**src/rtl/add32_pkg.sv**
```systemverilog
// Shared constants and types for the add32_stream adder front/back end.
package add32_pkg;

  localparam int WIDTH      = 32;
  localparam int ACC_W      = 40;
  localparam int FIFO_DEPTH = 4;

  typedef struct packed {
    logic             cout;
    logic [WIDTH-1:0] sum;
  } result_t;

  typedef logic [ACC_W-1:0] acc_t;

endpackage

```
**src/rtl/bitmodifiedcarrygatelevel.sv**
```systemverilog
// Gate-level ripple adder: generate/propagate per bit, carry built from
// explicit AND/OR/XOR primitives.
module bitmodifiedcarrygatelevel #(
  parameter int WIDTH = 32
) (
  input  logic [WIDTH-1:0] a,
  input  logic [WIDTH-1:0] b,
  output logic [WIDTH-1:0] sum,
  output logic             cout
);

  wire [WIDTH-1:0] w_p;
  wire [WIDTH-1:0] w_g;
  wire [WIDTH-1:0] w_pc;
  wire [WIDTH:0]   w_c;

  assign w_c[0] = 1'b0;

  // Modified carry: c[i+1] = g[i] | (p[i] & c[i]), sum reuses the propagate XOR.
  for (genvar i = 0; i < WIDTH; i++) begin : g_bit
    xor u_p   (w_p[i],    a[i],   b[i]);
    and u_g   (w_g[i],    a[i],   b[i]);
    and u_pc  (w_pc[i],   w_p[i], w_c[i]);
    or  u_c   (w_c[i+1],  w_g[i], w_pc[i]);
    xor u_s   (sum[i],    w_p[i], w_c[i]);
  end

  assign cout = w_c[WIDTH];

endmodule

```
**src/rtl/add32_stream.sv**
```systemverilog
// Stream wrapper around the gate-level adder: operand register stage, credit
// flow-controlled result FIFO, and a running accumulator of delivered results.
module add32_stream #(
  parameter int WIDTH      = add32_pkg::WIDTH,
  parameter int FIFO_DEPTH = add32_pkg::FIFO_DEPTH,
  parameter int ACC_W      = add32_pkg::ACC_W
) (
  input  logic             clk,
  input  logic             rst,
  input  logic             in_valid,
  output logic             in_ready,
  input  logic [WIDTH-1:0] in_a,
  input  logic [WIDTH-1:0] in_b,
  output logic             out_valid,
  input  logic             out_ready,
  output logic [WIDTH-1:0] out_sum,
  output logic             out_cout,
  input  logic             acc_clear,
  output logic [ACC_W-1:0] acc_total,
  output logic [15:0]      txn_count
);

  // Handshake: a transfer happens on a rising edge where valid && ready; the
  // producer holds data stable while valid=1 and ready=0, ready never looks
  // at valid on the same side, and in_ready is a function of registers only.

  localparam int PTR_W = $clog2(FIFO_DEPTH);
  localparam int CNT_W = PTR_W + 1;

  logic             r_s1_valid;
  logic [WIDTH-1:0] r_s1_a;
  logic [WIDTH-1:0] r_s1_b;

  logic [WIDTH:0]   r_mem [FIFO_DEPTH];
  logic [PTR_W-1:0] r_wr_ptr;
  logic [PTR_W-1:0] r_rd_ptr;
  logic [CNT_W-1:0] r_count;

  logic [ACC_W-1:0] r_acc;
  logic [15:0]      r_txn;

  logic [WIDTH-1:0] w_sum;
  logic             w_cout;
  logic [CNT_W:0]   w_used;
  logic             w_accept;
  logic             w_push;
  logic             w_pop;
  logic [WIDTH:0]   w_head;
  logic [ACC_W-1:0] w_head_ext;

  bitmodifiedcarrygatelevel #(
    .WIDTH (WIDTH)
  ) u_adder (
    .a    (r_s1_a),
    .b    (r_s1_b),
    .sum  (w_sum),
    .cout (w_cout)
  );

  // Credits cover both buffered entries and the one sitting in stage 1, so a
  // push can never find the FIFO full.
  assign w_used     = {1'b0, r_count} + {{CNT_W{1'b0}}, r_s1_valid};
  assign in_ready   = (w_used < (CNT_W+1)'(FIFO_DEPTH));
  assign w_accept   = in_valid && in_ready;
  assign w_push     = r_s1_valid;
  assign out_valid  = (r_count != '0);
  assign w_pop      = out_valid && out_ready;

  assign w_head     = r_mem[r_rd_ptr];
  assign out_sum    = out_valid ? w_head[WIDTH-1:0] : '0;
  assign out_cout   = out_valid ? w_head[WIDTH] : 1'b0;
  assign w_head_ext = {{(ACC_W-WIDTH-1){1'b0}}, w_head};

  assign acc_total  = r_acc;
  assign txn_count  = r_txn;

  always_ff @(posedge clk) begin
    if (rst) begin
      r_s1_valid <= 1'b0;
      r_s1_a     <= '0;
      r_s1_b     <= '0;
    end else begin
      r_s1_valid <= w_accept;
      if (w_accept) begin
        r_s1_a <= in_a;
        r_s1_b <= in_b;
      end
    end
  end

  always_ff @(posedge clk) begin
    if (w_push) begin
      r_mem[r_wr_ptr] <= {w_cout, w_sum};
    end
  end

  always_ff @(posedge clk) begin
    if (rst) begin
      r_wr_ptr <= '0;
      r_rd_ptr <= '0;
      r_count  <= '0;
    end else begin
      if (w_push) r_wr_ptr <= r_wr_ptr + PTR_W'(1);
      if (w_pop)  r_rd_ptr <= r_rd_ptr + PTR_W'(1);
      case ({w_push, w_pop})
        2'b10:   r_count <= r_count + CNT_W'(1);
        2'b01:   r_count <= r_count - CNT_W'(1);
        default: r_count <= r_count;
      endcase
    end
  end

  // A clear that coincides with a pop restarts the totals from that pop.
  always_ff @(posedge clk) begin
    if (rst) begin
      r_acc <= '0;
      r_txn <= '0;
    end else if (acc_clear) begin
      r_acc <= w_pop ? w_head_ext : '0;
      r_txn <= w_pop ? 16'd1 : 16'd0;
    end else if (w_pop) begin
      r_acc <= r_acc + w_head_ext;
      r_txn <= r_txn + 16'd1;
    end
  end

endmodule

```
**config.mk**
```make
export PLATFORM = sky130hd
export DESIGN_NAME = add32_stream
export DESIGN_NICKNAME = d
export VERILOG_FILES = /design/src/rtl/add32_pkg.sv /design/src/rtl/bitmodifiedcarrygatelevel.sv /design/src/rtl/add32_stream.sv
export SDC_FILE = /design/constraint.sdc
export NUM_CORES = 1
export LEC_CHECK = 0
export CAP_MARGIN = 15
export CELL_PAD_IN_SITES_DETAIL_PLACEMENT = 0
export CELL_PAD_IN_SITES_GLOBAL_PLACEMENT = 1
export CORE_MARGIN = 2
export CORE_UTILIZATION = 45
export CTS_CLUSTER_SIZE = 10
export DETAILED_ROUTE_END_ITERATION = 10
export PLACE_DENSITY_LB_ADDON = 0.15
export SYNTH_ARGS = -nofsm -noshare
export SYNTH_HDL_FRONTEND = slang
export SYNTH_SLANG_ARGS = --single-unit
export TNS_END_PERCENT = 1
```
**constraint.sdc**
```tcl
create_clock -name clk -period 19.3 [get_ports clk]
set_input_delay 3.86 -clock clk [delete_from_list [all_inputs] [get_ports clk]]
set_output_delay 3.86 -clock clk [all_outputs]
set_load 0.005 [all_outputs]
```
; ---- Word level (Yosys, flattened, before mapping)
; Memory sizes are Yosys's and may differ from the RTL's. A register that Yosys moved wholly into a read port is not among the register bits.
; Cells that the tools add are included.
[classes]
add_sub_neg = 7
order_cmp = 1
eq_ne = 2
mux = 13
bitwise = 157
n_reduce_logical = 5
[ops]
columns = operator, n
row1 = 40-bit two-way mux, 2
row2 = 1-bit bitwise AND, 63
row3 = 1-bit bitwise XOR, 63
row4 = 40-bit by 33-bit adder with 40-bit output, 1
row5 = 33-bit two-way mux, 1
row6 = 16-bit two-way mux, 2
row7 = 32-bit two-way mux, 1
row8 = 1-bit OR, 31
row9 = 16-bit by 1-bit adder with 16-bit output (second input constant), 1
row10 = 3-bit one-hot mux with 2 select lines, 1
row11 = 2-bit by 1-bit adder with 2-bit output (second input constant), 2
row12 = 3-bit by 1-bit adder with 4-bit output, 1
row13 = 4-bit by 3-bit < comparator with 1-bit output (second input constant), 1
row14 = 1-bit two-way mux, 4
row15 = 2-bit two-way mux, 2
row16 = 2-bit nonzero test, 2
row17 = 3-bit by 1-bit adder with 3-bit output (second input constant), 1
row18 = 3-bit nonzero test, 1
row19 = 3-bit by 1-bit subtractor with 3-bit output (second input constant), 1
row20 = 2-bit by 1-bit == test with 1-bit output (second input constant), 1
row21 = 2-bit == test (second input constant), 1
row22 = 1-bit logical AND, 2
[totals]
register_bits = 128
ramBits = 132
in_bits = 69
elab_cells = 194
n_memories = 1
[memory_table]
columns = memory, words, width, read_ports, rd_clocked_by_memory_dff, wr, line
row1 = r_mem, 4, 33, 1, 1, 1, add32_stream.sv:34  ; logic [WIDTH:0] r_mem [FIFO_DEPTH];

; ---- Depth between registers and ports, before layout
; Gate-level depths: netlist of the first run.
[logic_depth]
word_depth = 63
depth_mapped = 34
depth_no_buf = 34

; ---- Modules after synthesis
; From an unflattened synthesis of the first run, not the netlist that was laid out.
[unflattened]
hier_cells = 1130
area_unflattened_um2 = 12440.7
[by_module_without_submodules]
columns = mod, n_inst, cells_per_inst, area_each_um2, seq_area_each_um2
row1 = add32_stream, 1, 1093, 11788.8, 6566.3
row2 = bitmodifiedcarrygatelevel, 1, 37, 651.9, 0.0

; ---- Least setup slack after synthesis of the first run
; OpenSTA, ideal clock, no wires.
[synth_path]
kind = reg-to-reg
start = reg r_s1_a[0]
end = mem r_mem[0][31] (netlist name) (data pin)
setup_ns = 0.141
t_arrival_ns = 12.389
required_ns = 19.159
setup_slack_ns = 6.770
path_stages_with_launch = 35
synth_period_minus_slack_ns = 12.530
path_cell_list = dfxtp_1 > ha_1 > fa_1 > fa_1 > fa_1 > fa_1 > fa_1 > fa_1 > fa_1 > fa_1 > fa_1 > fa_1 > fa_1 > fa_1 > fa_1 > fa_1 > fa_1 > fa_1 > fa_1 > fa_1 > fa_1 > fa_1 > fa_1 > fa_1 > fa_1 > fa_1 > fa_1 > fa_1 > fa_1 > fa_1 > fa_1 > fa_1 > inv_1 > fa_1 > inv_1
[synth_via]
elab_chain_cells = 62
[synth_rtl]
columns = element, line
row1 = start: declaration, add32_stream.sv:31  ; logic [WIDTH-1:0] r_s1_a;
row2 = start signal: assignment, add32_stream.sv:85  ; r_s1_a <= in_a;
row3 = 1-bit bitwise AND, bitmodifiedcarrygatelevel.sv:22  ; and u_g (w_g[i], a[i], b[i]);
row4 = 1-bit bitwise AND, bitmodifiedcarrygatelevel.sv:23  ; and u_pc (w_pc[i], w_p[i], w_c[i]);
row5 = 1-bit OR, bitmodifiedcarrygatelevel.sv:24  ; or u_c (w_c[i+1], w_g[i], w_pc[i]);
row6 = 1-bit bitwise AND, bitmodifiedcarrygatelevel.sv:23
row7 = 1-bit OR, bitmodifiedcarrygatelevel.sv:24
row8 = 1-bit bitwise AND, bitmodifiedcarrygatelevel.sv:23
row9 = 1-bit OR, bitmodifiedcarrygatelevel.sv:24
row10 = 1-bit bitwise AND, bitmodifiedcarrygatelevel.sv:23
row11 = [47 not listed], n/a
row12 = 1-bit bitwise AND, bitmodifiedcarrygatelevel.sv:23
row13 = 1-bit OR, bitmodifiedcarrygatelevel.sv:24
row14 = 1-bit bitwise AND, bitmodifiedcarrygatelevel.sv:23
row15 = 1-bit OR, bitmodifiedcarrygatelevel.sv:24
row16 = 1-bit bitwise AND, bitmodifiedcarrygatelevel.sv:23
row17 = 1-bit OR, bitmodifiedcarrygatelevel.sv:24
row18 = 1-bit bitwise XOR, bitmodifiedcarrygatelevel.sv:25  ; xor u_s (sum[i], w_p[i], w_c[i]);
row19 = net u_adder.sum[31], bitmodifiedcarrygatelevel.sv:8  ; output logic [WIDTH-1:0] sum,
row20 = end: declaration, add32_stream.sv:34
; The timed path passes the listed nets, and every way through them passes these cells.

; ---- Worst setup path in the final report of the first run
; Ends and elaborated chain as after synthesis.

==> flow_metrics.py, run 1 <==
metrics = {
    "run_status": {
        "outcome": "complete, no violations",
    },
    "place": {
        "dpl.hpwl_um": 20300,
        "io_buffers": 159,
        "gp_congestion": 0.809,
        "pre_cts_ws_ns": 6.15,
    },
    "cells_and_area": {
        "layout-drive-gt1-share": 0.0786,
        "fillers": 2390,
        "n_antenna_cell": 0,
        "multi_input_area_um2": 5790,
        "regArea_um2": 6570,
        "area_growth_pct": 21.7,
        "fin_nets": 1440,
    },
    "synthesis": {
        "syn_area_per_cell_um2": 11.0,
        "yosys-top-cells-area": "edfxtp_1 (31%), dfxtp_1 (20%), mux4_2 (5.8%), nand2_1 (5.8%), fa_1 (5.2%)",
        "ys_ff_latch": 262,
        "synth_warnings": 0,
        "yosysSeqAreaShare": 0.515,
        "netlist_instances": 1162,
        "ys_top_cells_by_count": "nand2_1 (196), edfxtp_1 (132), dfxtp_1 (130), a21oi_1 (125), nor2_1 (66)",
        "dominantRegCellSynth": "edfxtp_1",
        "synth_area_um2": 12800,
        "ys_types": 72,
        "synth_edf_count": 132,
        "synth_fp_nets": 1304,
        "synth_most_common_cell": "nand2_1",
        "synth_largest_area_cell": "edfxtp_1",
        "synth-async-reset-ratio": 0,
        "synth_top_area_frac": 0.311,
    },
    "sta": {
        "hold_viol": 0,
        "slew_viol_final": 0,
        "setup_ws_ns": 6.07,
        "slew-limit-headroom": 0.295,
        "hold-worst-slack_ns": 0.455,
        "fin_skew_ns": 0.0157,
        "rsz0062_at_grt": "false",
        "finalSetupViolCount": 0,
        "final.period_utilization": 0.685,
        "final.min_clock_period_ns": 13.23,
        "max_slew.worst_pin.slew_ns": 1.06,
        "fin_tns_setup_ns": 0,
        "max_freq_mhz": 75.6,
    },
    "clock_tree": {
        "cts.sinks": 262,
        "cts_resized": 0,
        "clk_pin_slew_ns": 0.05,
        "hold_buffers": 0,
        "cts_tree": "yes",
        "cts-root-buf": "clkbuf_16",
        "clock_path_buffers": 3,
        "post_cts_buffers": 0,
        "h-tree-depth": 1,
        "worstSkewPairLatency_ns": 0.56,
        "numCtsBuffers": 31,
    },
    "power_and_ir_drop": {
        "pwr-share-clk": 0.282,
        "power.internal_w": 0.00128,
        "p_per_area_nw_per_um2": 122,
        "sw_frac_of_total": 0.326,
        "total_power_w": 0.00189,
        "ir_drop_mv": 0.0689,
        "p_leak_nw": 5.69,
        "power_frac_seq": 0.363,
        "p_switching_w": 0.000616,
        "combPwrFrac": 0.356,
    },
    "global_routing": {
        "grt_use_total": 0.200,
        "antenna_found_initial": 0,
        "grt-ovfl-total": 0,
        "grt_max_degree": 89,
        "grt_pass1_vias": 8853,
        "grt_pass1_wl_um": 46800,
    },
    "setup_path": {
        "worst-setup-path-type": "flip-flop to flip-flop",
        "critPathCaptureType": "flip-flop",
        "critPathSlowestCell": "fa_1",
        "crit_arrival_ns": 13.63,
        "required_ns": 19.70,
        "crit_fanout": 4,
        "worst_setup_path_start_kind": "flip-flop",
        "cpMostUsedCell": "fa_1",
        "critPathMaxStageDelay_ns": 0.42,
    },
    "routing": {
        "dr.pass1.iters": 5,
        "drt-vias-per-instance": 5.32,
        "detail-route-antenna-nets": 0,
        "drcViolationCount": 0,
        "vias": 9057,
        "drt_wl_total_um": 29500,
        "wl_per_cell_um": 17.3,
        "drt_iter0_markers": 481,
    },
    "die": {
        "die_x_um": 172,
        "rows": 61,
        "fp.dieH_um": 172,
        "initial_core_util": 0.458,
        "die_area_um2": 29700,
        "coreArea_um2": 27900,
        "ios": 160,
    },
    "flow_run": {
        "drv_cap": 0,
    },
    "min_path": {
        "hold_class": "flip-flop to flip-flop",
    },
}
==> routing by layer <==
layer  global-route usage  vias up  wire length (µm)
met1                0.283     4299             13700
met3               0.0286       46              1510
met5                    0        -                 0
li1                     -     4480                 -
met2                0.326      232             13600
met4               0.0486        0               582
==> flip-flops by register name, summed over array words and instances (netlist names), named ones only <==
| signal | flops |
|---|---|
| r_mem | 132 |
| acc_total | 40 |
| r_s1_a | 32 |
| r_s1_b | 32 |
| txn_count | 16 |
| r_count | 3 |
| r_rd_ptr | 2 |
| r_wr_ptr | 2 |
| r_s1_valid | 1 |
==> final timing paths <==
check	startpoint	to	slack (ns)	depth (start not counted)
worst max-delay path	r_s1_a[0]	r_mem[0][31]	6.07	34
worst min-delay path	r_s1_a[31]	r_s1_a[31]	0.45	2
worst max register to register	r_s1_a[0]	r_mem[0][31]	6.07	34
worst min register to register	r_s1_a[31]	r_s1_a[31]	0.45	2
==> power by group through the flow <==
stage | clock network, W | registers [W] | logic [W]
after detailed placement | 0 | 0.000698 | 0.000674
after global placement | 0 | 0.000696 | 0.000669
after floorplan | 0 | 0.000686 | 0.000441
after CTS | 0.000546 | 0.000687 | 0.000678
final | 0.000533 | 0.000686 | 0.000673
after global routing | 0.000568 | 0.000693 | 0.000745
==> worst max-delay path, delay by kind of cell (launching register included) <==
family                   cells  cell delay (ns)
adder cells (fa/ha/maj)     32            12.59
buffers and inverters        2             0.19
flip-flops                   1             0.31
==> logic make-up after synthesis <==
logic type / count (synthesis) / share of synthesized area
AO/OA/AOI/OAI: 247 / 0.122
XOR/XNOR: 33 / 0.0227
adder cells (fa/ha/maj): 73 / 0.0910
buffers and inverters: 89 / 0.0317
flip-flops: 262 / 0.515
multiplexers: 43 / 0.0661
AND/OR/NAND/NOR: 415 / 0.151
==> layout by cell type, fill, tap and decap left out, types with 12 or more instances in the layout <==
cell type / Yosys / layout
fa_1: 33 / 33
xnor2_1: 17 / 17
a21oi_1: 125 / 125
inv_1: 25 / 25
or3_1: 12 / 12
clkdlybuf4s50_1: 0 / 158
o21ai_0: 32 / 32
nand2_1: 196 / 195
nor2_1: 66 / 66
ha_1: 40 / 40
mux4_2: 33 / 33
clkbuf_1: 46 / 20
and3_1: 20 / 20
dfxtp_1: 130 / 128
clkbuf_16: 0 / 31
edfxtp_1: 132 / 132
and2_1: 43 / 38
xor2_1: 16 / 16
nand3_1: 24 / 24
==> metrics by stage <==
stage	area [µm²]	utilization	std cells
2_1_floorplan	12800	-	1162
3_3_place_gp	14600	0.523	1642
3_5_place_dp	14600	0.523	1642
4_1_cts	15500	0.556	1700
5_1_grt	15500	0.557	1701
6_report	15500	0.557	1701
==> layout make-up <==
cell class                      count  share of cell area
Inverter                           25             0.00605
Clock inverter                      2            0.000887
Tap cell                          378              0.0305
Timing Repair Buffer              167               0.107
Multi-Input combinational cell    811               0.373
Clock buffer                       56              0.0592
Sequential cell                   262               0.423
No activity file was read; power rests on OpenSTA's default activity.
==> run 2, diff against run 1 <==
--- a/config.mk
+++ b/config.mk
@@ -9,7 +9,7 @@
 export CELL_PAD_IN_SITES_DETAIL_PLACEMENT = 0
 export CELL_PAD_IN_SITES_GLOBAL_PLACEMENT = 1
 export CORE_MARGIN = 2
-export CORE_UTILIZATION = 45
+export CORE_UTILIZATION = 44
 export CTS_CLUSTER_SIZE = 10
 export DETAILED_ROUTE_END_ITERATION = 10
 export PLACE_DENSITY_LB_ADDON = 0.15
==> constraint.sdc (replaced) <==
create_clock -name clk -period 13 [get_ports clk]
set_input_delay 2.6 -clock clk [delete_from_list [all_inputs] [get_ports clk]]
set_output_delay 2.6 -clock clk [all_outputs]
set_load 0.005 [all_outputs]
==> run 2 against run 1 <==
Effect of this change: sequential share of layout area about the same; core utilization is 1.5 points lower; clock skew fell by 0.0056 ns; critical path depth stayed put; register-to-register slack got worse by 5.7 ns; sequential power rose by 49%; hold slack lost 0.0018 ns; clock power is 46% higher; routed wire length is 2.5% higher; first-iteration DRC count shrank 1.0%; via count grew 0.50%; combinational power increased by 50%; largest power group unchanged; highest routed layer unchanged.
==> flow_metrics.py, run 2 (same netlist as run 1, synthesis figures left out) <==
metrics = {
    "cells_and_area": {
        "layout-drive-gt1-share": 0.0871,
        "area_growth_pct": 21.8,
        "final_util": 0.543,
        "layout.cells.most_common": "nand2_1",
        "fin_nets": 1440,
        "largest_reg_flops": 132,
        "finalInstanceArea_um2": 15500,
        "mostFrequentLayoutCells": "nand2_1 (195), clkdlybuf4s50_1 (158), edfxtp_1 (132)",
        "final_cells": 1704,
        "largest-register": "r_mem",
        "n_antenna_cell": 0,
    },
    "setup_path": {
        "worst_setup_path_start_kind": "flip-flop",
        "timing.rr.end": "r_mem[0][31]",
        "critPathSlowestCell": "fa_1",
        "r2r_cells": 34,
        "critPathCaptureType": "flip-flop",
        "cpMostUsedCell": "fa_1",
        "critPathMaxStageDelay_ns": 0.42,
        "crit_family": "adder cells",
        "path_buf_inv": 2,
        "r2r_slack_ns": 0.38,
        "required_ns": 13.41,
        "crit_arrival_ns": 13.03,
        "crit_fanout": 4,
        "worst-setup-path-type": "flip-flop to flip-flop",
        "r2r-start": "r_s1_a[0]",
    },
    "clock_tree": {
        "numCtsBuffers": 31,
        "cts_resized": 3,
        "hold_buffers": 0,
        "cts-root-buf": "clkbuf_16",
        "clk_pin_slew_ns": 0.05,
        "clock_path_buffers": 3,
        "worstSkewPairLatency_ns": 0.55,
        "cts.sinks": 262,
        "post_cts_buffers": 0,
        "cts_tree": "yes",
        "h-tree-depth": 1,
    },
    "min_path": {
        "whs_endpoint": "r_s1_b[31]",
        "hold_class": "flip-flop to flip-flop",
        "worstHoldPathCells": 2,
        "min-delay-start": "r_s1_b[31]",
    },
    "power_and_ir_drop": {
        "pwr-share-clk": 0.277,
        "power.internal_w": 0.00189,
        "sw_frac_of_total": 0.328,
        "p_per_area_nw_per_um2": 181,
        "p_leak_nw": 5.66,
        "combPwrFrac": 0.360,
        "ir_drop_mv": 0.0967,
        "p_switching_w": 0.000920,
        "power_frac_seq": 0.363,
    },
    "global_routing": {
        "grt_busiest_layer": "met2",
        "grt_pass1_vias": 9019,
        "grt_pass1_wl_um": 48400,
        "grt_use_total": 0.198,
        "antenna_found_initial": 0,
        "grt_max_degree": 96,
        "use_met3": 0.0326,
        "grt-ovfl-total": 0,
        "grt_use_met1": 0.278,
        "met2_usage": 0.319,
    },
    "routing": {
        "drt-vias-per-instance": 5.34,
        "dr.pass1.iters": 5,
        "drt_iter0_markers": 476,
        "vias": 9102,
        "drt_wl_total_um": 30200,
        "wl_per_cell_um": 17.7,
        "detail-route-antenna-nets": 0,
        "drcViolationCount": 0,
    },
    "sta": {
        "finalSetupViolCount": 0,
        "slew-limit-headroom": 0.277,
        "final.min_clock_period_ns": 12.62,
        "slew_viol_final": 0,
        "hold_viol": 0,
        "final.period_utilization": 0.971,
        "max_freq_mhz": 79.3,
        "max_slew.worst_pin.slew_ns": 1.08,
        "setup_ws_ns": 0.382,
        "fin_skew_ns": 0.0101,
        "fin_tns_setup_ns": 0,
    },
    "die": {
        "ios": 160,
        "die_area_um2": 30400,
        "die_x_um": 174,
        "coreArea_um2": 28600,
        "fp.dieH_um": 174,
        "rows": 62,
        "initial_core_util": 0.446,
    },
    "run_status": {
        "outcome": "complete, no violations",
    },
    "place": {
        "io_buffers": 159,
        "gp_congestion": 0.878,
        "placed_cell_area_um2": 14600,
        "dpl.hpwl_um": 20700,
        "pre_cts_ws_ns": -0.107,
        "dp.cells": 1648,
    },
    "flow_run": {
        "drv_cap": 0,
    },
}
[run 2: cell count changes in the layout (fill, tap and decap cells not counted)]
cell	change
fa_1	-10
fa_2	+10
clkbuf_1	-3
clkinv_2	+2
clkbuf_8	-1
inv_1	-1
inv_2	+1
inv_6	-1
[run 2: routing by layer]
metal	part of all wire	wire length (µm)
met3	0.052	1570
met2	0.46	13700
met4	0.024	715
met1	0.47	14200
met5	0	0
[run 2: cell type report]
cell class	count	area, µm²
well taps	384	480
clock inverters	3	15.0
repair buffers	167	1660
inverters	25	93.8
clock buffers	52	895
multi-input cells	811	5820
flip-flops and latches	262	6570
fillers	2477	13100
[run 2: per-stage QoR]
stage	total power (W)	hold WS [ns]
2_1_floorplan	0.00167	0.436
4_1_cts	0.00283	0.454
3_5_place_dp	0.00204	0.447
6_report	0.00281	0.453
3_3_place_gp	0.00204	0.448
5_1_grt	0.00297	0.485
[run 2: worst max path at each step]
| stage | depth (start not counted) | end | startpoint | slack (ns) |
|---|---|---|---|---|
| 2_1_floorplan | 34 | r_mem[0][31] | r_s1_a[0] | 0.47 |
| 3_3_place_gp | 34 | r_mem[0][31] | r_s1_a[0] | -0.05 |
| 3_5_place_dp | 34 | r_mem[0][31] | r_s1_a[0] | -0.11 |
| 4_1_cts | 34 | r_mem[0][31] | r_s1_a[0] | 0.009 |
| 5_1_grt | 34 | r_mem[0][31] | r_s1_a[0] | -0.01 |
| 6_report | 34 | r_mem[0][31] | r_s1_a[0] | 0.38 |
[run 2: worst min-delay path, delay by kind of cell, from the launching register on]
family,cells,cell delay (ns)
flip-flops,1,0.30
AND/OR/NAND/NOR,1,0.05
AO/OA/AOI/OAI,1,0.05
[run 2: power groups by stage]
stage               sequential [W]  combinational [W]  clock, W
floorplan                  0.00102           0.000655         0
global placement           0.00103            0.00100         0
detailed placement         0.00104            0.00101         0
CTS                        0.00102            0.00101  0.000797
global route               0.00103            0.00111  0.000830
finish                     0.00102            0.00101  0.000778
==> run 3, diff against run 2 <==
--- a/config.mk
+++ b/config.mk
@@ -15,5 +15,6 @@
 export PLACE_DENSITY_LB_ADDON = 0.15
 export SYNTH_ARGS = -nofsm -noshare
 export SYNTH_HDL_FRONTEND = slang
+export SYNTH_HIERARCHICAL = 1
 export SYNTH_SLANG_ARGS = --single-unit
 export TNS_END_PERCENT = 1
==> run 3 against run 2 <==
Effect of this change: critical endpoint is now r_mem[3][31]; core utilization increased by 0.67 points; first-iteration DRC count decreased by 6.5%; hold slack improved by 0.0088 ns; cell area decreased by 1.8%.
==> flow_metrics.py, run 3 <==
metrics = {
    "synthesis": {
        "ys_top_cells_by_count": "nand2_1 (197), a21oi_1 (147), edfxtp_1 (132), dfxtp_1 (130), nor2_1 (64)",
        "synth_largest_area_cell": "edfxtp_1",
        "yosys-top-cells-area": "edfxtp_1 (32%), dfxtp_1 (21%), mux4_2 (6.0%), nand2_1 (5.9%), a21oi_1 (5.9%)",
        "yosysSeqAreaShare": 0.528,
        "synth_warnings": 6,
        "synth_area_um2": 12400,
        "synth_top_area_frac": 0.319,
        "synth_top_family_by_area": "simple AND/OR/NAND/NOR gates",
        "post_synth_fa_ha_maj_area_fraction": 0.0933,
        "synthMuxAreaShare": 0.0630,
        "dominantRegCellSynth": "edfxtp_1",
        "ys_ff_latch": 262,
        "synth_most_common_cell": "nand2_1",
        "synth-async-reset-ratio": 0,
        "synth_edf_count": 132,
        "synthXorXnorAreaFrac": 0.0317,
        "ys_types": 63,
        "netlist_instances": 1130,
        "synth_fp_nets": 1272,
        "syn_area_per_cell_um2": 11.0,
        "yosys.area_share.simple": 0.137,
        "synth-compound-area-share": 0.120,
    },
    "place": {
        "placed_cell_area_um2": 14300,
        "io_buffers": 159,
        "gp_congestion": 0.845,
        "dpl.hpwl_um": 19300,
    },
    "cells_and_area": {
        "area_growth_pct": 22.6,
        "finalInstanceArea_um2": 15300,
        "n_antenna_cell": 0,
        "mostFrequentLayoutCells": "nand2_1 (196), clkdlybuf4s50_1 (158), a21oi_1 (147)",
        "largest_reg_flops": 132,
        "layout.cells.most_common": "nand2_1",
        "layout-drive-gt1-share": 0.0844,
        "largest-register": "r_mem",
        "fin_nets": 1410,
        "fillers": 2477,
    },
    "sta": {
        "slew_viol_final": 0,
        "fin_skew_ns": 0.0158,
        "final.min_clock_period_ns": 12.63,
        "hold_viol": 0,
        "hold-worst-slack_ns": 0.462,
        "finalSetupViolCount": 0,
        "max_freq_mhz": 79.2,
        "max_slew.worst_pin.slew_ns": 1.05,
        "slew-limit-headroom": 0.298,
        "rsz0062_at_grt": "false",
        "final.period_utilization": 0.971,
    },
    "routing": {
        "vias": 8689,
        "drcViolationCount": 0,
        "dr.pass1.iters": 5,
        "drt-vias-per-instance": 5.21,
        "drt_iter0_markers": 445,
        "detail-route-antenna-nets": 0,
        "drt_wl_total_um": 28300,
        "wl_per_cell_um": 17.0,
    },
    "run_status": {
        "outcome": "complete, no violations",
    },
    "global_routing": {
        "grt-ovfl-total": 0,
        "grt_max_degree": 68,
        "grt_use_total": 0.194,
        "antenna_found_initial": 0,
        "grt_pass1_wl_um": 45400,
        "grt_pass1_vias": 8519,
    },
    "setup_path": {
        "critPathSlowestCell": "fa_1",
        "worst-setup-path-type": "flip-flop to flip-flop",
        "cpMostUsedCell": "fa_1",
        "crit_fanout": 4,
        "required_ns": 13.41,
        "crit_arrival_ns": 13.03,
        "critPathCaptureType": "flip-flop",
        "worst_setup_path_start_kind": "flip-flop",
        "critPathMaxStageDelay_ns": 0.42,
    },
    "clock_tree": {
        "cts-root-buf": "clkbuf_16",
        "post_cts_buffers": 0,
        "worstSkewPairLatency_ns": 0.55,
        "clock_path_buffers": 3,
        "clk_pin_slew_ns": 0.05,
        "cts.sinks": 262,
        "hold_buffers": 0,
        "h-tree-depth": 1,
        "cts_tree": "yes",
        "numCtsBuffers": 31,
    },
    "flow_run": {
        "drv_cap": 0,
    },
    "power_and_ir_drop": {
        "ir_drop_mv": 0.0896,
        "p_per_area_nw_per_um2": 182,
        "p_leak_nw": 5.51,
    },
    "die": {
        "fp.dieH_um": 172,
        "initial_core_util": 0.448,
        "die_x_um": 172,
        "rows": 61,
        "coreArea_um2": 27800,
        "ios": 160,
        "die_area_um2": 29600,
    },
    "min_path": {
        "hold_class": "flip-flop to flip-flop",
    },
}
[run 3: cell count changes in the layout (fill, tap and decap cells not counted), moves of 5 or more]
cell,previous run,this run
a21oi_1,125,147
and3_1,20,11
a22oi_1,9,4
nor4_1,11,0
xor2_1,16,25
nand4_1,8,14
nor3_1,10,3
mux2i_1,10,4
nand3_1,24,10
[run 3: area by class of cell]
| type | count | area [µm²] | area share |
|---|---|---|---|
| clock buffers | 53 | 888 | 0.0582 |
| clock inverters | 3 | 15.0 | 0.000984 |
| repair buffers | 170 | 1670 | 0.110 |
| well taps | 378 | 473 | 0.0310 |
| inverters | 22 | 82.6 | 0.00541 |
| multi-input cells | 781 | 5560 | 0.364 |
| flip-flops and latches | 262 | 6570 | 0.431 |
[run 3: final timing paths]
kind / startpoint / end / slack (ns) / cells after the start
hold / removal: r_s1_a[0] / r_s1_a[0] / 0.46 / 2
setup / recovery: r_s1_a[0] / r_mem[3][31] / 0.37 / 34
setup reg to reg: r_s1_a[0] / r_mem[3][31] / 0.37 / 34
hold reg to reg: r_s1_a[0] / r_s1_a[0] / 0.46 / 2
[run 3: cells by family (layout without fill, tap and decap cells)]
kind of cell             Yosys count  count (layout)
flip-flops                       262             262
AO/OA/AOI/OAI                    251             251
buffers and inverters             87             248
adder cells (fa/ha/maj)           73              73
XOR/XNOR                          45              45
multiplexers                      37              37
AND/OR/NAND/NOR                  375             375
[run 3: stage by stage]
step | std cells | util | setup slack [ns] | TNS [ns] | total power, W
final | 1669 | 0.549 | 0.373 | 0 | 0.00278
after global routing | 1669 | 0.549 | 0.00440 | 0 | 0.00295
after CTS | 1669 | 0.549 | 0.0442 | 0 | 0.00280
after detailed placement | 1613 | 0.516 | -0.100 | -0.400 | 0.00202
after global placement | 1613 | 0.516 | -0.0642 | -0.257 | 0.00202
after floorplan | 1130 | - | 0.470 | 0 | 0.00166
[run 3: report_power, final]
part / total, W / switching (W) / internal, W
clock: 0.000771 / 0.000314 / 0.000457
sequential: 0.00102 / 0.0000518 / 0.000966
combinational: 0.000988 / 0.000535 / 0.000453
total: 0.00278 / 0.000900 / 0.00188
[run 3: critical path: cells and delay by family, from the launching register on]
kind                       cells  cell delay, ns
adders and majority gates     32           12.02
DFF                            1            0.31
buffers and inverters          2            0.16
[run 3: routing by layer]
layer	global-route usage	wire length (µm)
met3	0.0327	1460
met2	0.304	12600
met5	0	0
met1	0.282	13800
met4	0.0482	518
[run 3: timing repair]
action                     CTS  global route
gates cloned                 0             0
gates resized for setup      4             8
setup endpoints to repair    4            12
